<file path="src/rtl/cordic_span_scheduler.sv">
// cordic_span_scheduler: round-robin span arbiter that expands spans into credit-throttled CORDIC tokens.
// Optional CORDIC_SCHED_STATS_EN adds stat_tokens/stat_stalls/stat_spans counters.
module cordic_span_scheduler #(
  parameter int NREQ = 2,
  parameter int CREDITS = 4
) (
  input  logic              clk,
  input  logic              reset,
  input  logic [NREQ-1:0]   req_valid,
  output logic [NREQ-1:0]   req_ready,
  input  logic [NREQ*9-1:0] req_color,
  input  logic [NREQ*10-1:0] req_pixel_y,
  input  logic [NREQ*10-1:0] req_x_start,
  input  logic [NREQ*10-1:0] req_x_len,
  input  logic [NREQ*9-1:0] req_ref_x,
  input  logic [NREQ*9-1:0] req_ref_y,
  input  logic [NREQ-1:0]   req_form,
  input  logic [NREQ*9-1:0] req_angle,
  input  logic              ret_valid,
  output logic              out_bubble,
  output logic [8:0]        out_color,
  output logic [9:0]        out_pixel_x,
  output logic [9:0]        out_pixel_y,
  output logic [8:0]        out_ref_point_x,
  output logic [8:0]        out_ref_point_y,
  output logic              out_form,
  output logic [8:0]        out_angle,
  output logic              out_enable_cordic,
  output logic [1:0]        out_grant_id,
  output logic              credit_err
`ifdef CORDIC_SCHED_STATS_EN
  ,
  output logic [31:0]       stat_tokens,
  output logic [31:0]       stat_stalls,
  output logic [15:0]       stat_spans
`endif
);
  typedef enum logic {IDLE, ISSUE} state_t;
  localparam logic [3:0] CMAX = 4'(CREDITS);
  state_t state;
  logic [3:0] credits;
  logic [1:0] rr_ptr, g;
  logic [9:0] rem;
  logic found, grant, issue, ret_ok;
  logic [8:0] sel_color, sel_ref_x, sel_ref_y, sel_angle;
  logic [9:0] sel_y, sel_x, sel_len;
  logic sel_form;
  // Two passes give the rotating priority: indices at or above rr_ptr first, then wrap.
  always_comb begin
    found = 1'b0;
    g = '0;
    for (int k = 0; k < NREQ; k++)
      if (!found && req_valid[k] && 2'(k) >= rr_ptr) begin
        found = 1'b1;
        g = 2'(k);
      end
    for (int k = 0; k < NREQ; k++)
      if (!found && req_valid[k]) begin
        found = 1'b1;
        g = 2'(k);
      end
    sel_color = '0;
    sel_ref_x = '0;
    sel_ref_y = '0;
    sel_angle = '0;
    sel_y = '0;
    sel_x = '0;
    sel_len = '0;
    sel_form = 1'b0;
    for (int k = 0; k < NREQ; k++)
      if (g == 2'(k)) begin
        sel_color = req_color[k*9 +: 9];
        sel_ref_x = req_ref_x[k*9 +: 9];
        sel_ref_y = req_ref_y[k*9 +: 9];
        sel_angle = req_angle[k*9 +: 9];
        sel_y = req_pixel_y[k*10 +: 10];
        sel_x = req_x_start[k*10 +: 10];
        sel_len = req_x_len[k*10 +: 10];
        sel_form = req_form[k];
      end
    grant = state == IDLE && found && (credits != 4'd0 || sel_len == 10'd0);
    for (int k = 0; k < NREQ; k++) req_ready[k] = grant && g == 2'(k);
    issue = grant ? sel_len != 10'd0 : state == ISSUE && credits != 4'd0;
    ret_ok = ret_valid && credits != CMAX;
  end
  always_ff @(posedge clk)
    if (reset) begin
      state <= IDLE;
      credits <= CMAX;
      rr_ptr <= '0;
      rem <= '0;
      credit_err <= 1'b0;
      out_bubble <= 1'b1;
      out_color <= '0;
      out_pixel_x <= '0;
      out_pixel_y <= '0;
      out_ref_point_x <= '0;
      out_ref_point_y <= '0;
      out_form <= 1'b0;
      out_angle <= '0;
      out_enable_cordic <= 1'b0;
      out_grant_id <= '0;
    end else begin
      credits <= credits - {3'b0, issue} + {3'b0, ret_ok};
      credit_err <= credit_err | (ret_valid && credits == CMAX);
      out_bubble <= !issue;
      if (grant) begin
        rr_ptr <= g == 2'(NREQ - 1) ? 2'd0 : g + 2'd1;
        if (sel_len != 10'd0) begin
          out_color <= sel_color;
          out_pixel_x <= sel_x;
          out_pixel_y <= sel_y;
          out_ref_point_x <= sel_ref_x;
          out_ref_point_y <= sel_ref_y;
          out_form <= sel_form;
          out_angle <= sel_angle;
          out_enable_cordic <= 1'b1;
          out_grant_id <= g;
          rem <= sel_len - 10'd1;
          state <= sel_len == 10'd1 ? IDLE : ISSUE;
        end
      end else if (state == ISSUE && credits != 4'd0) begin
        out_pixel_x <= out_pixel_x + 10'd1;
        out_enable_cordic <= 1'b0;
        rem <= rem - 10'd1;
        state <= rem == 10'd1 ? IDLE : ISSUE;
      end
    end
`ifdef CORDIC_SCHED_STATS_EN
  always_ff @(posedge clk)
    if (reset) begin
      stat_tokens <= '0;
      stat_stalls <= '0;
      stat_spans <= '0;
    end else begin
      stat_tokens <= stat_tokens + {31'b0, issue};
      stat_stalls <= stat_stalls + {31'b0, state == ISSUE && credits == 4'd0};
      stat_spans <= stat_spans + {15'b0, grant};
    end
`endif
endmodule

</file>
<file path="config.mk">
export PLATFORM = sky130hd
export DESIGN_NAME = cordic_span_scheduler
export DESIGN_NICKNAME = d
export VERILOG_FILES = /design/src/rtl/cordic_span_scheduler.sv
export SDC_FILE = /design/constraint.sdc
export NUM_CORES = 1
export LEC_CHECK = 0
export BUFFER_PORTS_ARGS = -buffer_cell sky130_fd_sc_hd__buf_2
export CAP_MARGIN = 10
export CORE_ASPECT_RATIO = 0.75
export CORE_MARGIN = 3
export CORE_UTILIZATION = 25
export CTS_CLUSTER_SIZE = 10
export DETAILED_ROUTE_END_ITERATION = 7
export PLACE_DENSITY_LB_ADDON = 0.05
export SLEW_MARGIN = 25
export SYNTH_ARGS = -nofsm -noshare
export SYNTH_HDL_FRONTEND = slang
export SYNTH_SLANG_ARGS = --single-unit
export TNS_END_PERCENT = 50
</file>
<file path="constraint.sdc">
create_clock -name clk -period 19.74 [get_ports clk]
set_clock_uncertainty 0.15 [all_clocks]
set_input_delay 5.922 -clock clk [delete_from_list [all_inputs] [get_ports clk]]
set_output_delay 5.922 -clock clk [all_outputs]
set_load 0.01 [all_outputs]
</file>
==> metrics.cfg, run 1 <==
[yosys]
synth_seq_cells=77
yosysUniqueCellTypes=63
synth_area_per_cell_sq_um=7.77
yosysWarnings=0
postSynthCellCount=553
synth.yosys.seq_area_share=0.359
synth-main-ff-cell=dfxtp_1
async_flop_share=0
netlist_area_sq_um=4300
synth-edff-count=0
syn-num-nets=704

[sta]
hold_viol=0
maxSlewViolCount=0
period_minus_slack_ns=14.78
fmax_mhz=67.7
max-slew-margin-rel=0.373
setup_viol=0
post-route-period-util=0.749
rsz0062_at_grt=no
worst_pin_slew_ns=0.941
final.setup.tns_ns=0

[power]
power_density_nw_per_um2=121
ir_drop_mv=0.0537
power_leakage_nw=2.65

[die]
coreArea_sq_um=16400
start_util=0.262
die_height_um=120
die_area_sq_um=18800
rows=40
io_pins=203
die_w_um=157

[global_routing]
grt_pass1_wl_um=23800
antenna_found_initial=4
grt_max_degree=101
overflow=0
track_usage=0.157
grt_pass1_vias=4504

[finish]
drive_above_1_share=0.335
stdcell_count=947
nets=881
multi_input_area_sq_um=2540
fillers=1774
final_common_cell=buf_2
mostFrequentLayoutCells=buf_2, nand2_1, nor2_1, dfxtp_1, a311oi_1
seqCellArea_sq_um=1540
synthToLayoutAreaGrowth_pct=33.7

[clock_network]
hold_buffers=0
cts_tree=done
cts.sinks=77
cts_buffers=9
cts.path.max_buffers=2
clk-insertion-delay-late_ns=0.33
htreeDepth=3
root_buffer=clkbuf_16
clk_pin_slew_ns=0.06
postCtsResizedCells=0
post_cts.repair.setup_buffers=0

[critical_path]
critPathArrivalTime_ns=8.71
path_max_fanout=16
worstSetupPathType=input port to output pin
cp_slowest_cell=or3b_2
startpoint_type=input port
worstPathRequired_ns=13.67
crit_top_cell=buf_2
max_stage_delay_ns=0.48
path_cells=buf_2, nand2b_1, and2_2, mux2i_1, ha_1, or3b_2, a21o_1, o22ai_2, o21ai_2, buf_4, nor2_1, buf_2
cp-end-kind=output pin

[placement]
gp_congestion=0.888
io_buffers=201
place_inst=929
dp_hpwl_um=10900

[min_path]
worstHoldPathType=flip-flop to flip-flop

[routing]
vias=4666
antenna_left=0
wl_um=15300
routed_via_density=4.93
wl_per_cell_um=16.2
drc_errors=0
drt_iter0_markers=340
drt-pass1-iter-count=4

[job]
maxCapViolCount=0

[outcome]
outcome=completed

-- where the power goes --
part | internal, mW | leakage, nW | switching [mW] | total (mW)
Sequential | 0.201 | 0.638 | 0.0343 | 0.236
Combinational | 0.118 | 1.87 | 0.178 | 0.296
Clock | 0.100 | 0.145 | 0.0646 | 0.165
-- critical path, delay by kind of cell --
kind                     cells  cell delay [ns]
adder cells (fa/ha/maj)      1             0.30
multiplexers                 1             0.33
AO/OA/AOI/OAI                3             0.51
AND/OR/NAND/NOR              4             1.10
buffers and inverters        3             0.51
-- routing by layer --
layer | wire length, um | vias to the layer above | track usage | share of wire
met5 | 7 | - | 0 | 0.00046
met4 | 350 | 2 | 0.0591 | 0.023
met3 | 1030 | 24 | 0.0436 | 0.067
met2 | 6960 | 146 | 0.247 | 0.45
met1 | 6980 | 2156 | 0.206 | 0.46
li1 | - | 2338 | - | -
-- Yosys cell counts (all sizes together), types with 2 or more instances --
cell type	n	share of area
or3	5	0.0096
or4	3	0.0061
o21ai	7	0.0090
buf	11	0.017
xor2	5	0.010
a311oi	51	0.12
o211ai	2	0.0035
nor2b	3	0.0044
xnor2	5	0.010
nand4	6	0.0087
inv	13	0.011
nor2	79	0.071
a32oi	3	0.0061
nand3	14	0.016
nor3	8	0.0093
nand2b	3	0.0044
or2	2	0.0029
or3b	2	0.0041
o22a	2	0.0041
o22ai	5	0.0087
a21o	2	0.0035
and2	3	0.0044
nand2	130	0.11
o221ai	2	0.0041
o32ai	2	0.0041
a21oi	18	0.021
a211o	2	0.0041
dfxtp	77	0.36
clkbuf	30	0.026
a221oi	2	0.0055
mux2i	14	0.033
a31oi	8	0.012
ha	11	0.032
nor4	5	0.0073
-- through the flow --
step                cell area (sq um)   util  power [mW]  setup WS, ns  hold WS, ns
CTS                              5740  0.349       0.707          4.98        0.308
finish                           5750  0.350       0.697          4.96        0.307
global route                     5750  0.350       0.753          4.78        0.339
global placement                 5440  0.331       0.534          5.05        0.293
floorplan                        4300      -       0.436          4.82        0.305
detailed placement               5440  0.332       0.537          4.98        0.300
-- area by class of cell --
class	count	share of cell area
flip-flops and latches	77	0.268
diodes	3	0.00131
repair buffers	207	0.184
multi-input cells	422	0.442
clock buffers	11	0.0422
clock inverters	4	0.00849
inverters	13	0.00849
well taps	210	0.0457
-- path summary, 6_finish.rpt --
path | startpoint | end | slack, ns | cells after the start
worst max register to register | rr_ptr[0] | credits[2] | 15.49 | 16
worst min-delay path | out_grant_id[0] | out_grant_id[0] | 0.31 | 2
worst min register to register | out_grant_id[0] | out_grant_id[0] | 0.31 | 2
worst max-delay path | req_valid[0] | req_ready[1] | 4.96 | 12
-- flip-flops by register name, summed over array words and instances (netlist names), 4 cells and up --
| register | cells |
|---|---|
| out_ref_point_x | 9 |
| out_pixel_x | 10 |
| rem | 10 |
| credits | 4 |
| out_color | 9 |
| out_pixel_y | 10 |
| out_ref_point_y | 9 |
| out_angle | 9 |
-- kinds of logic (layout without fill, tap and decap cells) --
family	count (synthesis)	after routing	synth area share
and+or+nand+nor	267	267	0.269
adders and majority gates	12	12	0.0367
other	1	4	0.000872
DFF	77	77	0.359
muxes	14	14	0.0326
AOI/OAI and AO/OA	118	118	0.227
xor gates and xnor gates	10	10	0.0204
buffers and inverters	54	235	0.0550
(Power assumes the default switching activity.)
==> run 2: changes to the inputs <==
==> constraint.sdc (replaced) <==
create_clock -name clk -period 15.2 [get_ports clk]
set_clock_uncertainty 0.15 [all_clocks]
set_input_delay 4.56 -clock clk [delete_from_list [all_inputs] [get_ports clk]]
set_output_delay 4.56 -clock clk [all_outputs]
set_load 0.01 [all_outputs]
==> run 2 against run 1 <==
Effect of this change:
- die area unchanged
- critical path depth unchanged
- wire length down 0.78%
- count of clock-buffer cells in the layout down 1
- core utilization down 0.11 points
- critical endpoint unchanged
- total power up 28%
- final cell count unchanged
- worst setup slack worse by 1.7 ns
- first-iteration DRC count down 34%
==> metrics.cfg, run 2 (synthesis results as in run 1) <==
[clock_network]
cts.sinks=77
cts_buffers=9
clk_pin_slew_ns=0.06
clk-insertion-delay-late_ns=0.34
htreeDepth=3
hold_buffers=0
root_buffer=clkbuf_16
cts_tree=done
cts.path.max_buffers=2
post_cts.repair.setup_buffers=0
postCtsResizedCells=0

[placement]
io_buffers=201
dp_hpwl_um=10900
place_inst=929
gp_congestion=0.874

[critical_path]
reg2reg_depth=16
worstSetupPathType=input port to output pin
crit_top_cell=buf_2
r2r_slack_ns=10.86
worst-path-stages=12
path_cells=buf_2, nand2b_1, and2_2, mux2i_1, ha_1, or3b_2, a21o_1, o22ai_2, o21ai_2, buf_4, nor2_1, buf_2
cp_slowest_cell=or3b_2
cp-endpoint=req_ready[1]
cp-startpoint=req_valid[0]
worstPathRequired_ns=10.49
r2r-end=credits[2]
regToRegStartpoint=rr_ptr[0]
path_max_fanout=16
path_delay_family=simple AND/OR/NAND/NOR gates
max_stage_delay_ns=0.49
startpoint_type=input port
cp-end-kind=output pin
critPathArrivalTime_ns=7.24
crit_buf_inv=3

[finish]
stdcell_count=947
reg.largest.list=out_pixel_x (10), out_pixel_y (10), rem (10)
mostFrequentLayoutCells=buf_2, nand2_1, nor2_1, dfxtp_1, a311oi_1
finish.utilization=0.349
nets=881
drive_above_1_share=0.337
multi_input_area_sq_um=2540
fillers=1762
final_common_cell=buf_2
synthToLayoutAreaGrowth_pct=33.3
seqCellArea_sq_um=1540

[sta]
maxSlewViolCount=0
fmax_mhz=83.7
setup_viol=0
worst_pin_slew_ns=0.925
period_minus_slack_ns=11.95
hold_viol=0
rsz0062_at_grt=no
post-route-period-util=0.786
max-slew-margin-rel=0.383
final.setup.tns_ns=0

[global_routing]
grt_pass1_wl_um=23800
track_usage=0.158
antenna_found_initial=4
grt_pass1_vias=4543
grt_max_degree=101
overflow=0

[routing]
wl_um=15200
routed_via_density=4.94
vias=4675
drt_iter0_markers=224
drc_errors=0
drt-pass1-iter-count=4
wl_per_cell_um=16.1
antenna_left=0

[power]
ir_drop_mv=0.0625
power_leakage_nw=2.65
power_density_nw_per_um2=155

[die]
io_pins=203
die_area_sq_um=18800
rows=40
die_height_um=120
start_util=0.262
die_w_um=157
coreArea_sq_um=16400

[job]
maxCapViolCount=0

[outcome]
outcome=completed

[min_path]
worstHoldPathType=flip-flop to flip-flop

run 2: power breakdown:
part	internal [mW]	switching [mW]	total, mW
sequential	0.262	0.0435	0.305
combinational	0.154	0.230	0.384
clock	0.115	0.0868	0.201
run 2: through the flow:
step                      power, mW  cell area, sq um  hold slack, ns  worst slack [ns]
final                         0.890              5730           0.304              3.25
after global routing          0.969              5730           0.354              3.08
after CTS                     0.906              5720           0.306              3.26
after detailed placement      0.697              5440           0.297              3.25
after global placement        0.694              5440           0.291              3.35
after floorplan               0.566              4300           0.305              3.01
run 2: worst min-delay path by stage:
stage                     slack, ns              end  cells past startpoint       startpoint
after floorplan                0.30           rem[7]                      2           rem[7]
after global placement         0.29  out_grant_id[0]                      2  out_grant_id[0]
after detailed placement       0.30  out_grant_id[0]                      2  out_grant_id[0]
after CTS                      0.31  out_grant_id[0]                      2  out_grant_id[0]
after global routing           0.35  out_grant_id[0]                      2  out_grant_id[0]
final                          0.30  out_grant_id[0]                      2  out_grant_id[0]
run 2: layout make-up:
| cell class | instances | share of cell area |
|---|---|---|
| multi-input cells | 422 | 0.443 |
| diodes | 2 | 0.000874 |
| well taps | 210 | 0.0459 |
| inverters | 13 | 0.00852 |
| clock inverters | 6 | 0.00655 |
| flip-flops and latches | 77 | 0.269 |
| repair buffers | 207 | 0.184 |
| clock buffers | 10 | 0.0417 |
run 2: worst min-delay path: stages (launching register included):
cell,delay (ns)
dfxtp_1,0.31
nand2_1,0.05
a21oi_1,0.05
run 2: per-layer routing:
metal	vias to the layer above	GRT usage	wire, um
met5	-	0	16
met4	4	0.0607	444
met3	27	0.0458	1040
met2	168	0.249	6760
met1	2140	0.204	6940
li1	2336	-	-
==> run 3: changes to the inputs <==
==> constraint.sdc (replaced) <==
create_clock -name clk -period 9.85 [get_ports clk]
set_clock_uncertainty 0.15 [all_clocks]
set_input_delay 2.955 -clock clk [delete_from_list [all_inputs] [get_ports clk]]
set_output_delay 2.955 -clock clk [all_outputs]
set_load 0.01 [all_outputs]
==> run 3 against run 2 <==
Effect of this change:
- design area increased by 0.24%
- sequential power increased by 53%
- total power increased by 57%
- sequential share of layout area decreased by 0.065 points
- worst setup slack got worse by 2.1 ns
- non-clock buffer count increased by 1
- combinational power increased by 55%
- critical endpoint unchanged
- register-to-register slack got worse by 5.2 ns
- first-iteration DRC count increased by 43%
- largest power group unchanged
- die area unchanged
- final cell count decreased by 0.11%
==> metrics.cfg, run 3 (synthesis results as in run 1) <==
[critical_path]
startpoint_type=input port
cp-end-kind=output pin
critPathArrivalTime_ns=5.64
path_max_fanout=16
worstPathRequired_ns=6.75
worstSetupPathType=input port to output pin

[outcome]
outcome=completed

[clock_network]
root_buffer=clkbuf_16
cts_tree=done
post_cts.repair.setup_buffers=0
hold_buffers=0
clk_pin_slew_ns=0.06
clk-insertion-delay-late_ns=0.34
htreeDepth=3
cts_buffers=9
postCtsResizedCells=0
cts.path.max_buffers=2
cts.sinks=77

[global_routing]
track_usage=0.156
grt_pass1_wl_um=23700
grt_max_degree=101
antenna_found_initial=0
overflow=0
grt_pass1_vias=4564

[sta]
setup_viol=0
hold_viol=0
worst_pin_slew_ns=0.907
final.setup.tns_ns=0
max-slew-margin-rel=0.396
timing.hold.ws_ns=0.314
period_minus_slack_ns=8.74
rsz0062_at_grt=no
finalWorstSetupSlack_ns=1.11
fmax_mhz=114
post-route-period-util=0.887
maxSlewViolCount=0

[finish]
drive_above_1_share=0.335
synthToLayoutAreaGrowth_pct=33.6
mostFrequentLayoutCells=buf_2, nand2_1, nor2_1, dfxtp_1, a311oi_1
nets=882
reg.largest.list=out_pixel_x (10), out_pixel_y (10), rem (10)
final_common_cell=buf_2
stdcell_count=946

[routing]
drt_iter0_markers=321
antenna_left=0
wl_um=15100
vias=4682
drt-pass1-iter-count=4
drc_errors=0
wl_per_cell_um=15.9
routed_via_density=4.95

[die]
die_height_um=120
rows=40
io_pins=203
start_util=0.262
coreArea_sq_um=16400
die_w_um=157
die_area_sq_um=18800

[placement]
dp_hpwl_um=10600
place_inst=930
gp_congestion=0.875
io_buffers=201
detailedPlace.worstSlack_ns=1.12

[power]
ir_drop_mv=0.109
power_density_nw_per_um2=244
power_leakage_nw=2.65

[min_path]
worstHoldPathType=flip-flop to flip-flop

[job]
maxCapViolCount=0

-- run 3: changes by cell type in the layout (fill, tap and decap cells not counted) --
cell / before / now
clkinv_2: 4 / 1
clkinvlp_4: 0 / 2
buf_4: 5 / 6
bufinv_16: 0 / 1
clkinv_4: 1 / 0
inv_6: 1 / 0
nor4_1: 4 / 5
nor4_2: 1 / 0
-- run 3: path summary, 6_finish.rpt --
kind | startpoint | end | slack (ns) | cells past startpoint
hold / removal | credit_err | credit_err | 0.31 | 2
setup reg to reg | rr_ptr[0] | credits[2] | 5.64 | 16
hold reg to reg | credit_err | credit_err | 0.31 | 2
setup / recovery | req_valid[0] | req_ready[1] | 1.11 | 12
-- run 3: final cells by class --
type,count,area (sq um)
diodes,2,5.00
multi-input cells,422,2530
clock inverters,4,50.0
clock buffers,10,239
flip-flops and latches,77,1540
inverters,13,48.8
well taps,210,263
fillers,1827,10700
repair buffers,208,1060
-- run 3: power by group --
part	internal (mW)	switching [mW]	total, mW
clock network	0.200	0.135	0.335
logic	0.241	0.354	0.595
registers	0.404	0.0647	0.468
total	0.844	0.554	1.40
-- run 3: per-layer routing --
| layer | part of all wire | routed length (um) | track usage | up-vias |
|---|---|---|---|---|
| li1 | - | - | - | 2335 |
| met1 | 0.46 | 6950 | 0.207 | 2185 |
| met2 | 0.46 | 6910 | 0.250 | 145 |
| met3 | 0.068 | 1020 | 0.0436 | 17 |
| met4 | 0.012 | 188 | 0.0390 | 0 |
| met5 | 0 | 0 | 0 | - |
-- run 3: critical path, stage by stage --
cell,delay (ns)
buf_2,0.12
nand2b_1,0.17
and2_2,0.20
mux2i_1,0.31
ha_1,0.31
or3b_2,0.49
a21o_1,0.24
o22ai_2,0.20
o21ai_2,0.07
buf_4,0.21
nor2_1,0.18
buf_2,0.18
-- run 3: per-stage QoR --
step | instance area [sq um] | util | total power [mW]
2_1_floorplan | 4300 | - | 0.874
3_3_place_gp | 5450 | 0.332 | 1.07
3_5_place_dp | 5450 | 0.332 | 1.08
4_1_cts | 5730 | 0.349 | 1.42
5_1_grt | 5740 | 0.350 | 1.51
6_report | 5740 | 0.350 | 1.40
